===== src/rtl/gate_boy_pkg.sv =====
// Shared types and constants for the gate_boy CPU datapath.
// Flag bit positions follow the {Z,N,H,C} ordering used on every flag bus.
package gate_boy_pkg;

    localparam int unsigned DATA_WIDTH = 8;
    localparam int unsigned FLAG_WIDTH = 4;

    localparam int unsigned FLAG_Z = 3;
    localparam int unsigned FLAG_N = 2;
    localparam int unsigned FLAG_H = 1;
    localparam int unsigned FLAG_C = 0;

    typedef enum logic [1:0] {
        IDU_INC  = 2'd0,
        IDU_DEC  = 2'd1,
        IDU_PASS = 2'd2
    } idu_op_t;

    typedef enum logic [2:0] {
        PAIR_BC = 3'd0,
        PAIR_DE = 3'd1,
        PAIR_HL = 3'd2,
        PAIR_SP = 3'd3,
        PAIR_PC = 3'd4
    } pair_t;

    typedef enum logic [2:0] {
        REG_B = 3'd0,
        REG_C = 3'd1,
        REG_D = 3'd2,
        REG_E = 3'd3,
        REG_H = 3'd4,
        REG_L = 3'd5,
        REG_F = 3'd6,
        REG_A = 3'd7
    } reg_sel_t;

endpackage


===== src/rtl/reg_file_if.sv =====
// Register-file access bundle between the CPU control path (master) and reg_file (slave).
interface reg_file_if;
    import gate_boy_pkg::*;

    logic [2:0]            rd_sel_a;
    logic [2:0]            rd_sel_b;
    logic [DATA_WIDTH-1:0] operand_A;
    logic [DATA_WIDTH-1:0] operand_B;

    logic                  wr_en;
    logic [2:0]            wr_sel;
    logic [DATA_WIDTH-1:0] wr_data;

    logic [FLAG_WIDTH-1:0] flags_we;
    logic [FLAG_WIDTH-1:0] flags_in;
    logic [FLAG_WIDTH-1:0] flags;

    logic                  idu_en;
    idu_op_t               idu_op;
    pair_t                 idu_sel;
    logic [15:0]           idu_result;

    logic                  pair_we;
    pair_t                 pair_sel;
    logic [15:0]           pair_wdata;
    pair_t                 pair_rd_sel;
    logic [15:0]           pair_rdata;

    logic [15:0]           pc;
    logic [15:0]           sp;

    modport master (
        output rd_sel_a, rd_sel_b, wr_en, wr_sel, wr_data, flags_we, flags_in,
               idu_en, idu_op, idu_sel, pair_we, pair_sel, pair_wdata, pair_rd_sel,
        input  operand_A, operand_B, flags, idu_result, pair_rdata, pc, sp
    );

    modport slave (
        input  rd_sel_a, rd_sel_b, wr_en, wr_sel, wr_data, flags_we, flags_in,
               idu_en, idu_op, idu_sel, pair_we, pair_sel, pair_wdata, pair_rd_sel,
        output operand_A, operand_B, flags, idu_result, pair_rdata, pc, sp
    );

endinterface


===== src/rtl/reg_file_idu.sv =====
// 16-bit increment/decrement unit; purely combinational, wraps modulo 2^16.
module idu
    import gate_boy_pkg::*;
(
    input  logic [15:0] val_i,
    input  idu_op_t     op_i,
    output logic [15:0] result_o
);

    always_comb begin
        result_o = val_i;
        case (op_i)
            IDU_INC: result_o = val_i + 16'd1;
            IDU_DEC: result_o = val_i - 16'd1;
            default: result_o = val_i;
        endcase
    end

endmodule


===== src/rtl/reg_file.sv =====
// SM83-style register file: byte registers, flags, SP/PC, and an IDU for pair updates.
// Reads are from registered state only; all writes commit on the next rising edge.
module reg_file
    import gate_boy_pkg::*;
#(
    parameter logic [15:0] RESET_PC = 16'h0100,
    parameter logic [15:0] RESET_SP = 16'hFFFE
) (
    input logic       clk,
    input logic       rst_n,
    reg_file_if.slave rf
);

    logic [7:0]            b_q, c_q, d_q, e_q, h_q, l_q, a_q;
    logic [7:0]            b_d, c_d, d_d, e_d, h_d, l_d, a_d;
    logic [FLAG_WIDTH-1:0] flags_q, flags_d;
    logic [15:0]           pc_q, pc_d;
    logic [15:0]           sp_q, sp_d;

    logic [7:0]            rd_view [8];
    logic [15:0]           idu_src;
    logic [15:0]           idu_res;

    // F's low nibble does not exist in hardware and always reads as zero.
    always_comb begin
        rd_view[0] = b_q;
        rd_view[1] = c_q;
        rd_view[2] = d_q;
        rd_view[3] = e_q;
        rd_view[4] = h_q;
        rd_view[5] = l_q;
        rd_view[6] = {flags_q, 4'b0000};
        rd_view[7] = a_q;
    end

    assign rf.operand_A = rd_view[rf.rd_sel_a];
    assign rf.operand_B = rd_view[rf.rd_sel_b];
    assign rf.flags     = flags_q;
    assign rf.pc        = pc_q;
    assign rf.sp        = sp_q;

    always_comb begin
        rf.pair_rdata = '0;
        case (rf.pair_rd_sel)
            PAIR_BC: rf.pair_rdata = {b_q, c_q};
            PAIR_DE: rf.pair_rdata = {d_q, e_q};
            PAIR_HL: rf.pair_rdata = {h_q, l_q};
            PAIR_SP: rf.pair_rdata = sp_q;
            PAIR_PC: rf.pair_rdata = pc_q;
            default: rf.pair_rdata = '0;
        endcase
    end

    always_comb begin
        idu_src = '0;
        case (rf.idu_sel)
            PAIR_BC: idu_src = {b_q, c_q};
            PAIR_DE: idu_src = {d_q, e_q};
            PAIR_HL: idu_src = {h_q, l_q};
            PAIR_SP: idu_src = sp_q;
            PAIR_PC: idu_src = pc_q;
            default: idu_src = '0;
        endcase
    end

    idu u_idu (
        .val_i    (idu_src),
        .op_i     (rf.idu_op),
        .result_o (idu_res)
    );

    assign rf.idu_result = idu_res;

    // Writers are applied lowest priority first so later ones win per byte:
    // wr_en < idu_en < pair_we, and for F: flags_we < wr_en index 6.
    always_comb begin
        b_d     = b_q;
        c_d     = c_q;
        d_d     = d_q;
        e_d     = e_q;
        h_d     = h_q;
        l_d     = l_q;
        a_d     = a_q;
        flags_d = flags_q;
        pc_d    = pc_q;
        sp_d    = sp_q;

        for (int unsigned i = 0; i < FLAG_WIDTH; i++) begin
            if (rf.flags_we[i]) flags_d[i] = rf.flags_in[i];
        end

        if (rf.wr_en) begin
            case (reg_sel_t'(rf.wr_sel))
                REG_B:   b_d     = rf.wr_data;
                REG_C:   c_d     = rf.wr_data;
                REG_D:   d_d     = rf.wr_data;
                REG_E:   e_d     = rf.wr_data;
                REG_H:   h_d     = rf.wr_data;
                REG_L:   l_d     = rf.wr_data;
                REG_F:   flags_d = rf.wr_data[7:4];
                default: a_d     = rf.wr_data;
            endcase
        end

        if (rf.idu_en) begin
            case (rf.idu_sel)
                PAIR_BC: {b_d, c_d} = idu_res;
                PAIR_DE: {d_d, e_d} = idu_res;
                PAIR_HL: {h_d, l_d} = idu_res;
                PAIR_SP: sp_d       = idu_res;
                PAIR_PC: pc_d       = idu_res;
                default: ;
            endcase
        end

        if (rf.pair_we) begin
            case (rf.pair_sel)
                PAIR_BC: {b_d, c_d} = rf.pair_wdata;
                PAIR_DE: {d_d, e_d} = rf.pair_wdata;
                PAIR_HL: {h_d, l_d} = rf.pair_wdata;
                PAIR_SP: sp_d       = rf.pair_wdata;
                PAIR_PC: pc_d       = rf.pair_wdata;
                default: ;
            endcase
        end
    end

    always_ff @(posedge clk or negedge rst_n) begin
        if (!rst_n) begin
            b_q     <= '0;
            c_q     <= '0;
            d_q     <= '0;
            e_q     <= '0;
            h_q     <= '0;
            l_q     <= '0;
            a_q     <= '0;
            flags_q <= '0;
            pc_q    <= RESET_PC;
            sp_q    <= RESET_SP;
        end else begin
            b_q     <= b_d;
            c_q     <= c_d;
            d_q     <= d_d;
            e_q     <= e_d;
            h_q     <= h_d;
            l_q     <= l_d;
            a_q     <= a_d;
            flags_q <= flags_d;
            pc_q    <= pc_d;
            sp_q    <= sp_d;
        end
    end

endmodule


===== src/flat_wrapper.sv =====
// flat-port wrapper written by rule: the top's interface ports become plain ports
module reg_file_flat import gate_boy_pkg::*;
#(
    parameter logic [15:0] RESET_PC = 16'h0100,
    parameter logic [15:0] RESET_SP = 16'hFFFE
)
  (clk, rst_n, rf_rd_sel_a, rf_rd_sel_b, rf_wr_en, rf_wr_sel, rf_wr_data, rf_flags_we, rf_flags_in, rf_idu_en, rf_idu_op, rf_idu_sel, rf_pair_we, rf_pair_sel, rf_pair_wdata, rf_pair_rd_sel, rf_operand_A, rf_operand_B, rf_flags, rf_idu_result, rf_pair_rdata, rf_pc, rf_sp);
  reg_file_if rf_i ();
  input logic clk;
  input logic rst_n;
  input wire logic [$bits(rf_i.rd_sel_a)-1:0] rf_rd_sel_a;
  input wire logic [$bits(rf_i.rd_sel_b)-1:0] rf_rd_sel_b;
  input wire logic [$bits(rf_i.wr_en)-1:0] rf_wr_en;
  input wire logic [$bits(rf_i.wr_sel)-1:0] rf_wr_sel;
  input wire logic [$bits(rf_i.wr_data)-1:0] rf_wr_data;
  input wire logic [$bits(rf_i.flags_we)-1:0] rf_flags_we;
  input wire logic [$bits(rf_i.flags_in)-1:0] rf_flags_in;
  input wire logic [$bits(rf_i.idu_en)-1:0] rf_idu_en;
  input wire logic [$bits(rf_i.idu_op)-1:0] rf_idu_op;
  input wire logic [$bits(rf_i.idu_sel)-1:0] rf_idu_sel;
  input wire logic [$bits(rf_i.pair_we)-1:0] rf_pair_we;
  input wire logic [$bits(rf_i.pair_sel)-1:0] rf_pair_sel;
  input wire logic [$bits(rf_i.pair_wdata)-1:0] rf_pair_wdata;
  input wire logic [$bits(rf_i.pair_rd_sel)-1:0] rf_pair_rd_sel;
  output wire logic [$bits(rf_i.operand_A)-1:0] rf_operand_A;
  output wire logic [$bits(rf_i.operand_B)-1:0] rf_operand_B;
  output wire logic [$bits(rf_i.flags)-1:0] rf_flags;
  output wire logic [$bits(rf_i.idu_result)-1:0] rf_idu_result;
  output wire logic [$bits(rf_i.pair_rdata)-1:0] rf_pair_rdata;
  output wire logic [$bits(rf_i.pc)-1:0] rf_pc;
  output wire logic [$bits(rf_i.sp)-1:0] rf_sp;
  assign rf_i.rd_sel_a = rf_rd_sel_a;
  assign rf_i.rd_sel_b = rf_rd_sel_b;
  assign rf_i.wr_en = rf_wr_en;
  assign rf_i.wr_sel = rf_wr_sel;
  assign rf_i.wr_data = rf_wr_data;
  assign rf_i.flags_we = rf_flags_we;
  assign rf_i.flags_in = rf_flags_in;
  assign rf_i.idu_en = rf_idu_en;
  assign rf_i.idu_op = rf_idu_op;
  assign rf_i.idu_sel = rf_idu_sel;
  assign rf_i.pair_we = rf_pair_we;
  assign rf_i.pair_sel = rf_pair_sel;
  assign rf_i.pair_wdata = rf_pair_wdata;
  assign rf_i.pair_rd_sel = rf_pair_rd_sel;
  assign rf_operand_A = rf_i.operand_A;
  assign rf_operand_B = rf_i.operand_B;
  assign rf_flags = rf_i.flags;
  assign rf_idu_result = rf_i.idu_result;
  assign rf_pair_rdata = rf_i.pair_rdata;
  assign rf_pc = rf_i.pc;
  assign rf_sp = rf_i.sp;
  reg_file #(.RESET_PC(RESET_PC), .RESET_SP(RESET_SP)) u_core (.clk(clk), .rst_n(rst_n), .rf(rf_i));
endmodule

===== config.mk =====
export PLATFORM = sky130hd
export DESIGN_NAME = reg_file_flat
export DESIGN_NICKNAME = d
export VERILOG_FILES = /design/src/rtl/gate_boy_pkg.sv /design/src/rtl/reg_file_if.sv /design/src/rtl/reg_file_idu.sv /design/src/rtl/reg_file.sv /design/src/flat_wrapper.sv
export SDC_FILE = /design/constraint.sdc
export NUM_CORES = 1
export LEC_CHECK = 0
export CELL_PAD_IN_SITES_DETAIL_PLACEMENT = 1
export CELL_PAD_IN_SITES_GLOBAL_PLACEMENT = 2
export CORE_MARGIN = 2
export CORE_UTILIZATION = 35
export DETAILED_ROUTE_END_ITERATION = 6
export PLACE_DENSITY_LB_ADDON = 0.1
export SLEW_MARGIN = 20
export SYNTH_ARGS = -nofsm -noshare
export SYNTH_HDL_FRONTEND = slang
export SYNTH_SLANG_ARGS = --single-unit

===== constraint.sdc =====
create_clock -name clk -period 7 [get_ports clk]
set_input_delay 1.4 -clock clk [delete_from_list [all_inputs] [get_ports clk]]
set_output_delay 1.4 -clock clk [all_outputs]
set_load 0.005 [all_outputs]

# --- Word-level counts from Yosys, hierarchy flattened ---
# Index checks and enable logic that the tools add are counted.
word_totals:
  regBits: 92
  in_bits: 57
  out_inout_bits: 84
  word_cells: 102
op_classes:
  add_sub_neg: 2
  n_lt_le_gt_ge: 2
  eq_ne: 19
  mux: 59
  n_bitwise: 3
  n_reduce_logical: 7
op_table:
  columns: ["operator", "n"]
  rows:
  - ["8-bit two-way mux", 40]
  - ["16-bit one-hot mux with 5 select lines", 2]
  - ["16-bit two-way mux", 8]
  - ["8-bit binary-select mux with 3-bit select", 2]
  - ["16-bit one-hot mux with 2 select lines", 1]
  - ["3-bit by 2-bit equality test with 1-bit output, second input constant", 8]
  - ["3-bit equality test, second input constant", 6]
  - ["16-bit by 1-bit adder with 16-bit output, second input constant", 1]
  - ["16-bit by 1-bit subtractor with 16-bit output, second input constant", 1]
  - ["3-bit by 1-bit equality test with 1-bit output, second input constant", 4]
  - ["3-bit logical NOT", 4]
  - ["4-bit greater-or-equal comparator, second input constant", 2]
  - ["4-bit two-way mux", 2]
  - ["3-bit inverter with 4-bit output", 2]
  - ["7-bit OR reduction", 1]
  - ["1-bit two-way mux", 4]
  - ["2-bit by 1-bit equality test with 1-bit output, second input constant", 1]
  - ["2-bit logical NOT", 1]
  - ["2-bit AND reduction", 1]
  - ["1-bit inverter", 1]

# --- Longest topological paths before layout ---
logic_depth:
  ltp_word: 8
  depth_mapped: 15
  mapped_depth_nobuf: 13

# --- Modules after synthesis ---
# From an unflattened synthesis, not the netlist that was laid out.
unflattened:
  cells_unflattened: 852
  area_unflattened_um2: 7827.5
modules_own_cells:
  columns: ["module", "n_inst", "cells_per_inst", "area_each_um2", "seq_area_each_um2"]
  rows:
  - ["reg_file", 1, 723, 6969.2, 2322.2]
  - ["idu", 1, 129, 858.3, 0.0]

# --- Worst setup path after synthesis ---
# No wires, ideal clock.
synth_path:
  path_kind: "input port to output port"
  from: "input rf_idu_sel[0]"
  to: "output rf_idu_result[12]"
  arrival_time_ns: 3.853
  required_ns: 5.600
  path_slack_ns: 1.747
  cell_stages: 13
  path_buffers: 2
  cell_sequence: "buf_4 -> buf_4 -> mux2i_1 -> nor2_1 -> a21oi_1 -> o22a_1 -> fa_1 -> nand2b_1 -> a211oi_1 -> a21oi_1 -> and2_1 -> a211oi_1 -> nand2_1"
synth_between:
  elab_chain_len: 4
  word_cells_on_any_way: 9
  cone_classes: "add/sub (2); eq/ne (4); mux (2); reduce/logical (1)"
synth_rtl:
  columns: ["element", "line", "source"]
  rows:
  - ["start: declaration", "flat_wrapper.sv:20", "input wire logic [$bits(rf_i.idu_sel)-1:0] rf_idu_sel;"]
  - ["3-bit equality test, or another cell as far along", "reg_file.sv:56", "case (rf.idu_sel)"]
  - ["16-bit one-hot mux with 5 select lines *", "reg_file.sv:56", null]
  - ["16-bit by 1-bit subtractor with 16-bit output or 16-bit by 1-bit adder with 16-bit output (tied branches)", "reg_file_idu.sv:14, reg_file_idu.sv:13", null]
  - ["16-bit one-hot mux with 2 select lines *", "reg_file_idu.sv:12", "case (op_i)"]
  - ["end: declaration", "flat_wrapper.sv:28", "output wire logic [$bits(rf_i.idu_result)-1:0] rf_idu_result;"]
# Mark *: on every way between the ends. The rest lies on a longest branch, timed or not.

# --- Worst setup path in the final report ---
layout_path:
  from: "input rf_idu_sel[0]"
  to: "output rf_idu_result[13]"
# Same word-level chain as after synthesis.

==> key figures <==
Timing
  – Final Cycle Share: 96.6%
  – Final hold viol count: 0
  – Setup tns final: 0 ns
  – Final min period: 6.76 ns
  – Clock skew: 0.0132 ns
  – Final setup fails: 0
  – Worst-margin pin slew: 1.04 ns
  – RSZ-0062 raised after global routing: false
  – Slew HR: 30.8%
  – Max Freq: 148 MHz
  – Max Slew Vio Count: 0

Floorplan
  – Die ar.: 23800 µm²
  – Die Ht: 154 µm
  – # IOs: 141
  – FP Rows: 54
  – Core Footprint: 22000 µm²
  – DIE WIDTH: 154 µm
  – Starting density of the core: 35.9%

GRT
  – Total gr overflow: 0
  – Initial antenna violation count: 0
  – Vias in the first global route: 8685
  – First-pass GRT wire length: 57200 µm
  – All-Layer GR Usage: 32.4%
  – Largest net degree at the start of global routing: 52

Setup path
  – Critical R2R Capture: u_core.h_q[6]
  – Delay-heaviest family, CP: compound AO/OA/AOI/OAI gates
  – Critical path, cell by cell: clkdlybuf4s50_1 -> buf_4 -> nor2_1 -> buf_4 -> a21oi_1 -> o22ai_1 -> ha_1 -> a211oi_1 -> o21ai_0 -> a21boi_1 -> o32ai_1 -> a211oi_1 -> nor2_1 -> inv_1 -> clkdlybuf4s50_1
  – Crit path buf inv count: 5
  – CP peak stage delay: 0.52 ns
  – CP Capture Type: output pin
  – Critical Path AT: 5.36 ns
  – R2R Path Start: u_core.rf.sp[11]
  – Crit path kind: primary input to output pin
  – Req. time, crit path: 5.60 ns
  – R2R depth: 13
  – Crit path max-delay cell type: clkdlybuf4s50_1
  – CP Launch Type: primary input
  – Reg2Reg Setup Slack: 3.34 ns
  – Critical path fanouts, max: 14

Power
  – Leakage: 4.05 nW
  – Maximum vdd drop: 0.0994 mV
  – Cell Pwr Density: 257 nW/µm²

Logic synthesis
  – Net count after synthesis: 994
  – #FFs+latches synth: 92
  – Synthesized instance count: 922
  – Yosys cell types: 69
  – Synth Flop Type: dfrtp_1
  – Mapped Area: 7890 µm²
  – Top cells by count, synth: nand2_1, nor2_1, dfrtp_1
  – Number of synthesized flops with an enable pin: 0
  – Syn Area/Cell: 8.56 µm²
  – Synth warn: 0
  – Synth top area share: 24.1%
  – Most frequent cell after synthesis: nand2_1
  – Async SR Flop Fraction: 100%
  – Sequential share of the synthesized area: 29.4%
  – Largest area contributor in the netlist: dfrtp_1
  – Largest cells by area after synthesis: dfrtp_1, mux2i_1, mux4_2, mux2_2, nand2_1

Routing
  – First-iteration detailed-routing DRC count: 724
  – Antenna Nets Post-Route: 0
  – Vias per inst: 6.36
  – Routed vias: 8524
  – Routed wire per std cell: 28.9 µm
  – Final WL: 38700 µm
  – DRT Pass-1 Iters: 5
  – DRC: 0

Clocking
  – Post-CTS Setup Repair Bufs: 0
  – Clock Pin Slew Worst Setup and Hold Paths: 0.08 ns
  – # clock sinks: 92
  – Post-CTS Hold Buffers: 0
  – CTS tree: built
  – Max Root-Sink Buffers: 2
  – CTS Buf Count: 9
  – Clock Latency Late Sink: 0.36 ns
  – Resized Gates After CTS: 0
  – H-tree depth: 3
  – Root buf cell: clkbuf_16

Final layout
  – Nets@finish: 1127
  – Design area: 10100 µm²
  – Final core utilization: 45.8%
  – Area Growth Syn to Fin: 27.5%
  – Antenna cells: 0
  – Finished Layout Cells: 1340
  – Share of layout cells above drive strength 1: 15.8%

Place
  – Area after DPL: 9740 µm²
  – Global placement routability congestion: 0.932
  – DP HPWL: 29100 µm
  – Placed insts: 1324
  – Port Buf Inserts: 140

Min path
  – Min-Delay Endpoint: u_core.rf.sp[1]
  – HP Start: u_core.rf.sp[1]
  – Hold Crit Class: flop to flop
  – Hold Crit Depth: 2

Job
  – Max-Cap Viols: 0

Status
  – Outcome: complete, no violations
## routing by layer
| metal | vias to the layer above | wire (µm) | global-route usage (%) |
|---|---|---|---|
| met5 | - | 0 | 0 |
| met4 | 0 | 1580 | 13.4 |
| met3 | 83 | 3370 | 4.74 |
| met2 | 444 | 17300 | 50.2 |
| met1 | 4246 | 16500 | 45.3 |
| li1 | 3751 | - | - |
## stage by stage
stage	hold slack [ns]	power, mW	worst slack [ns]
final	0.531	2.59	0.238
after floorplan	0.491	1.41	1.75
after global routing	0.542	2.71	0.00165
after global placement	0.501	2.02	0.191
after detailed placement	0.521	2.04	0.132
after CTS	0.536	2.57	0.134
## worst max-delay path by stage
stage,from,endpoint,slack (ns),cells after the start
after global placement,rf_idu_sel[0],rf_idu_result[14],0.19,15
after global routing,rf_idu_sel[0],rf_idu_result[13],0.002,16
after detailed placement,rf_idu_sel[0],rf_idu_result[13],0.13,15
final,rf_idu_sel[0],rf_idu_result[13],0.24,15
after floorplan,rf_idu_sel[0],rf_idu_result[12],1.75,13
after CTS,rf_idu_sel[0],rf_idu_result[12],0.13,14
## cell usage in the layout (no fill, tap or decap), types with 6 or more instances in the layout
cell	n
a31oi_1	22
dfrtp_1	76
nand3_1	13
nand2_1	114
clkbuf_16	9
mux2_2	43
buf_4	47
nor2_1	95
dfstp_2	16
o21ai_0	54
a22oi_1	52
ha_1	14
o22ai_1	49
mux2i_1	72
nor2b_1	10
and2_1	7
inv_1	17
a211oi_1	6
a21oi_1	74
mux4_2	24
clkdlybuf4s50_1	139
## registers in the layout, indices dropped and copies added (netlist names)
| signal | count |
|---|---|
| u_core.d_q | 8 |
| u_core.e_q | 8 |
| u_core.h_q | 8 |
| u_core.l_q | 8 |
| u_core.rf.pc | 16 |
| u_core.c_q | 8 |
| u_core.rf.flags | 4 |
| u_core.rf.sp | 16 |
| u_core.a_q | 8 |
| u_core.b_q | 8 |
## worst min-delay path: stages (launching register included)
cell,delay [ns]
dfstp_2,0.39
nand2_1,0.06
a31oi_1,0.08
## cell type report
type	instances	area [µm²]
well taps	280	350
clock inverters	6	60.1
fillers	2569	11900
clock buffers	10	239
repair buffers	186	1740
inverters	17	63.8
multi-input cells	749	5280
flip-flops and latches	92	2320
## kinds of logic (layout without fill, tap and decap cells)
group	count (synthesis)	after routing	share of synthesized area, %
AOI/OAI and AO/OA	312	312	25.7
xor gates and xnor gates	4	4	0.444
adders and majority gates	15	15	2.47
buffers and inverters	81	219	4.12
DFF	92	92	29.4
muxes	142	142	22.6
and+or+nand+nor	276	276	15.2
## power breakdown
| group | switching [mW] | internal [mW] | total (mW) |
|---|---|---|---|
| Clock | 0.259 | 0.263 | 0.523 |
| Sequential | 0.262 | 0.677 | 0.940 |
| Combinational | 0.538 | 0.588 | 1.13 |
| Total | 1.06 | 1.53 | 2.59 |
No activity file was read; power rests on OpenSTA's default activity.
==> RTL edit 1, RTL diff (same settings) <==
Take the reset off `l_q` and load it in a clocked block of its own.
--- a/src/rtl/reg_file.sv
+++ b/src/rtl/reg_file.sv
@@ -132,7 +132,6 @@
             d_q     <= '0;
             e_q     <= '0;
             h_q     <= '0;
-            l_q     <= '0;
             a_q     <= '0;
             flags_q <= '0;
             pc_q    <= RESET_PC;
@@ -143,7 +142,6 @@
             d_q     <= d_d;
             e_q     <= e_d;
             h_q     <= h_d;
-            l_q     <= l_d;
             a_q     <= a_d;
             flags_q <= flags_d;
             pc_q    <= pc_d;
@@ -151,5 +149,9 @@
         end
     end
 
+    always_ff @(posedge clk) begin
+        l_q <= l_d;
+    end
+
 endmodule
 
Behaviour: not the same (a bounded check fails within 4 cycles, from zero or initial values and one cycle with rst_n low).
==> RTL edit 1 against the original RTL <==
Area after synthesis decreased by 0.51%; die area shrank 0.49%; worst setup slack lost 0.070 ns; critical path depth is the same; via count decreased by 0.21%; utilization about the same; wire length decreased by 1.5%; clock skew fell by 0.0016 ns; global-route usage is 0.66 points lower; sequential cell count stayed put; clock power down 2%; total power shrank 0.31%; cell area shrank 0.22%.
==> RTL edit 1: results (changes against the original RTL) <==
| Metric | Value |
|---|---|
| Synthesized Nets | `994 (unchanged)` |
| Number of CTS-inserted buffers | `9 (unchanged)` |
| Most common library cells after synthesis | `sky130_fd_sc_hd__nand2_1 (114), sky130_fd_sc_hd__nor2_1 (95), sky130_fd_sc_hd__a21oi_1 (74)` |
| Insertion delay of the later-clocked pin in the worst-skew pair | `0.37 ns` |
| Primary FF master, synth | `sky130_fd_sc_hd__dfrtp_1` |
| Post-synth cell types | `70 (+1.4%)` |
| Clock-pin slew on the worst setup and hold paths | `0.07 ns` |
| Max stage delay on crit path | `0.52 ns (about the same)` |
| Initial antenna violation count | `0 (unchanged)` |
| Largest clock skew in the final design | `0.0116 ns (-0.00157 ns)` |
| Clock H-tree levels | `3 (unchanged)` |
| Cell with the largest stage delay on the worst path | `sky130_fd_sc_hd__clkdlybuf4s50_1` |
| HPWL after detailed placement | `28500 microns (-1.9%)` |
| TritonRoute pass-1 iters | `5 (unchanged)` |
| DRC marker count from the first detailed-route iteration | `748 (+3.3%)` |
| Maximum fanout count along the critical path | `25 (+11)` |
| Warnings from Yosys | `0 (unchanged)` |
| Number of nets in the layout | `1128 (+0.089%)` |
| Fraction of layout instances using a drive strength above 1 | `0.161 (+0.00268)` |
| Total grt overflow | `0 (unchanged)` |
| Worst IR drop on VDD | `91.3 uV (-8.1%)` |
| Leakage power total | `4.03 nW (-0.53%)` |
| Count of buffers inserted at the top-level ports | `140 (unchanged)` |
| Filler instances | `2571 (+0.078%)` |
| Total global-route track usage | `0.317 (-0.00658)` |
| Master cell of the clock root buffer | `sky130_fd_sc_hd__clkbuf_16` |
| Total Routed Length | `38100 microns (-1.5%)` |
| CP arrival | `5.43 ns (+0.07 ns)` |
| Maximum clock insertion buffer count | `2 (unchanged)` |
| Placed cell areas | `9730 sq um (-0.14%)` |
| Maximum number of pins on one net before global-route repair | `77 (+48%)` |
| Diode count | `0 (unchanged)` |
| Outcome | `finished, final reports clean` |
| GPL Wtd Cong | `0.899 (-3.6%)` |
| Fraction of registers with async set/reset | `0.913 (-0.0870)` |
| Worst-margin pin slew | `1.12 ns (+0.0855 ns)` |
| Cell types occupying the most area after synthesis | `sky130_fd_sc_hd__dfrtp_1 (22%), sky130_fd_sc_hd__mux2i_1 (9.3%), sky130_fd_sc_hd__mux4_2 (6.9%)` |
| Share of the yosys chip area belonging to registers | `0.291 (-0.00360)` |
| Path category of the worst min-delay check | `register to register` |
| Vias after detailed routing | `8506 (-0.21%)` |
| First-pass GRT wire length | `56000 microns (-2.1%)` |
| Fin. max-slew vios | `0 (unchanged)` |
| Vias in the first global route | `8175 (-5.9%)` |
RTL edit 1: cell count changes in the layout (fill, tap and decap cells not counted), sizes merged:
cell           before  now
buf                47   50
clkdlybuf4s50     139  137
clkinv              0    1
clkinvlp            0    1
dfrtp              76   68
dfxtp               0    8
inv                23   21
RTL edit 1: what timing repair did:
action / in CTS / in global routing
hold buffers: 0 / 0
gates resized for setup: 0 / 7
buffers inserted: 0 / 0
endpoints found under the setup margin: 0 / 4
RTL edit 1: layout make-up:
cell class	instances	area (sq um)	area share
timing repair buffer	187	1770	0.176
sequential	92	2280	0.227
clock buffer	10	239	0.0238
clock inverter	6	53.8	0.00536
tap	280	350	0.0349
inverter	17	63.8	0.00636
multi-input combinational	749	5280	0.526
RTL edit 1: critical path: cells and delay by family:
| kind | cells | cell delay [ns] |
|---|---|---|
| multiplexers | 1 | 0.17 |
| AND/OR/NAND/NOR | 2 | 0.26 |
| AO/OA/AOI/OAI | 5 | 1.40 |
| adder cells (fa/ha/maj) | 1 | 0.39 |
| buffers and inverters | 6 | 1.79 |
RTL edit 1: per-stage QoR:
stage / utilization / setup WS [ns] / instances / total power [W]
floorplan: - / 1.75 / 922 / 0.00141
global placement: 0.444 / 0.235 / 1325 / 0.00203
detailed placement: 0.444 / 0.104 / 1325 / 0.00205
CTS: 0.458 / 0.0967 / 1341 / 0.00256
global route: 0.459 / 0.000349 / 1341 / 0.00270
finish: 0.459 / 0.168 / 1341 / 0.00258
RTL edit 1: cells by family after synthesis:
logic type / after synthesis / synth area share
AOI/OAI and AO/OA: 312 / 0.259
buffers and inverters: 81 / 0.0414
muxes: 142 / 0.227
xor gates and xnor gates: 4 / 0.00446
and+or+nand+nor: 276 / 0.153
adders and majority gates: 15 / 0.0249
DFF: 92 / 0.291
RTL edit 1: path summary, 6_finish.rpt:
path	startpoint	endpoint	slack [ns]	cells past startpoint
max in group asynchronous	rst_n	u_core.a_q[1]	5.16	2
min in group asynchronous	rst_n	u_core.rf.pc[15]	0.84	1
worst max register to register	u_core.rf.sp[11]	u_core.h_q[6]	3.14	14
worst min-delay path	u_core.a_q[5]	u_core.a_q[5]	0.53	1
worst min register to register	u_core.a_q[5]	u_core.a_q[5]	0.53	1
worst max-delay path	rf_idu_sel[0]	rf_idu_result[14]	0.17	15
RTL edit 1: report_power, final:
group	internal, W	total [W]	switching, W	leakage, nW
Clock	0.000258	0.000510	0.000252	0.142
Combinational	0.000594	0.00113	0.000532	2.85
Sequential	0.000678	0.000945	0.000267	1.04
Total	0.00153	0.00258	0.00105	4.03
RTL edit 1: metal layers:
metal / track usage / share of wire / up-vias
met2: 0.497 / 0.45 / 446
li1: - / - / 3750
met1: 0.456 / 0.44 / 4245
met4: 0.0786 / 0.022 / 0
met5: 0 / 0 / -
met3: 0.0538 / 0.085 / 65
==> RTL edit 2, RTL diff (same settings) <==
Without the edit above. `RESET_SP` is set to 16'hFFFE in 2 places; all go to 16'hBFFE.
--- a/src/rtl/reg_file.sv
+++ b/src/rtl/reg_file.sv
@@ -4,7 +4,7 @@
     import gate_boy_pkg::*;
 #(
     parameter logic [15:0] RESET_PC = 16'h0100,
-    parameter logic [15:0] RESET_SP = 16'hFFFE
+    parameter logic [15:0] RESET_SP = 16'hBFFE
 ) (
     input logic       clk,
     input logic       rst_n,
--- a/src/flat_wrapper.sv
+++ b/src/flat_wrapper.sv
@@ -2,7 +2,7 @@
 module reg_file_flat import gate_boy_pkg::*;
 #(
     parameter logic [15:0] RESET_PC = 16'h0100,
-    parameter logic [15:0] RESET_SP = 16'hFFFE
+    parameter logic [15:0] RESET_SP = 16'hBFFE
 )
   (clk, rst_n, rf_rd_sel_a, rf_rd_sel_b, rf_wr_en, rf_wr_sel, rf_wr_data, rf_flags_we, rf_flags_in, rf_idu_en, rf_idu_op, rf_idu_sel, rf_pair_we, rf_pair_sel, rf_pair_wdata, rf_pair_rd_sel, rf_operand_A, rf_operand_B, rf_flags, rf_idu_result, rf_pair_rdata, rf_pc, rf_sp);
   reg_file_if rf_i ();
Behaviour: not the same (Yosys sat finds a counterexample within 4 cycles, from zero or initial values and one cycle with rst_n low).
==> RTL edit 2 against the original RTL <==
Non-clock buffer count is 1 lower; wire length is 0.60% higher; final cell count hardly changed; sequential cell count stayed put; sequential power hardly changed; die area hardly changed; global-route usage is 0.18 points higher; cell area is 0.35% higher; total power is 2.0% higher; worst setup slack worse by 0.044 ns; synthesized cell count stayed put; area after synthesis hardly changed; critical path type unchanged; critical endpoint is now rf_idu_result[14].
==> RTL edit 2: results (changes against the original RTL) <==
| Metric | Value |
|---|---|
| Outcome | `finished, final reports clean` |
| DRC marker count from the first detailed-route iteration | `695 (-4.0%)` |
| Multiplexer share of the synthesized area | `0.226 (about the same)` |
| Maximum number of pins on one net before global-route repair | `49 (-5.8%)` |
| Switching power share of the total | `0.397 (-0.0124)` |
| Multi-input gate share of total cell area | `0.523 (-0.00207)` |
| Vias after detailed routing | `8676 (+1.8%)` |
| Worst IR drop on VDD | `101 uV (+1.5%)` |
| Fraction of the mapped netlist area in adder cells | `0.0247 (about the same)` |
| Number of nets in the layout | `1126 (-0.089%)` |
| GPL Wtd Cong | `0.910 (-2.4%)` |
| Placed cell areas | `9760 sq um (+0.17%)` |
| Minimum setup slack in the final design | `0.195 ns (-0.0440 ns)` |
| Hold WS | `0.530 ns (-0.00139 ns)` |
| Synthesized-area fraction occupied by xor and xnor cells | `0.00444 (about the same)` |
| Flip-flop and latch area | `2320 sq um (about the same)` |
| Dpl cells | `1323 (-0.076%)` |
| Synth Area per Inst | `8.55 sq um (about the same)` |
| Power of the clock network | `0.000566 W (+8.2%)` |
| Number of buffers added for setup after CTS | `0 (unchanged)` |
| Leakage power total | `4.06 nW (+0.42%)` |
| Filler instances | `2562 (-0.27%)` |
| Area fraction of clock buffers and clock inverters | `0.0322 (+0.00250)` |
| Warnings from Yosys | `0 (unchanged)` |
| Compound-Gate Fraction of Synth Area | `0.257 (about the same)` |
| Bufs w/o clock | `185 (-0.54%)` |
| Max stage delay on crit path | `0.50 ns (-0.02 ns)` |
| Most common library cells after synthesis | `sky130_fd_sc_hd__nand2_1 (114), sky130_fd_sc_hd__nor2_1 (95), sky130_fd_sc_hd__dfrtp_1 (77)` |
| Post-route standard cell area excluding fillers | `10100 sq um (+0.35%)` |
| Data-path buffer share of cell area in the final layout | `0.174 (+0.000638)` |
| Worst slew slack as a fraction of its limit | `0.302 (-0.00632)` |
| End point of the critical path | `rf_idu_result[14]` |
| Slack of the worst reg-to-reg path | `3.19 ns (-0.15 ns)` |
| Maximum fanout count along the critical path | `25 (+11)` |
| Share of the yosys chip area belonging to registers | `0.294 (about the same)` |
| Average via count per standard cell | `6.48 (+1.9%)` |
| CP arrival | `5.41 ns (+0.05 ns)` |
| Depth of the worst register-to-register path | `13 (unchanged)` |
| Total global-route track usage | `0.325 (+0.00183)` |
| Vias in the first global route | `8463 (-2.6%)` |
| Cell types occupying the most area after synthesis | `sky130_fd_sc_hd__dfrtp_1 (24%), sky130_fd_sc_hd__mux2i_1 (9.3%), sky130_fd_sc_hd__mux4_2 (6.9%)` |
| Largest clock skew in the final design | `0.00896 ns (-0.00424 ns)` |
| Total Routed Length | `38900 microns (+0.60%)` |
| HPWL after detailed placement | `29100 microns (+0.23%)` |
RTL edit 2: worst min-delay path by stage:
stage                         start               to  depth (start not counted)
floorplan           u_core.rf.sp[1]  u_core.rf.sp[1]                          2
global placement      u_core.a_q[5]    u_core.a_q[5]                          1
detailed placement  u_core.rf.sp[1]  u_core.rf.sp[1]                          2
CTS                 u_core.rf.sp[1]  u_core.rf.sp[1]                          2
global route        u_core.rf.sp[1]  u_core.rf.sp[1]                          2
finish              u_core.rf.sp[1]  u_core.rf.sp[1]                          2
RTL edit 2: layer usage:
| metal | up-vias | wire length [microns] | global-route usage | share of wire |
|---|---|---|---|---|
| met5 | - | 0 | 0 | 0 |
| met4 | 0 | 620 | 0.0717 | 0.016 |
| met1 | 4410 | 17600 | 0.467 | 0.45 |
| met3 | 48 | 3070 | 0.0552 | 0.079 |
| met2 | 469 | 17600 | 0.515 | 0.45 |
| li1 | 3749 | - | - | - |
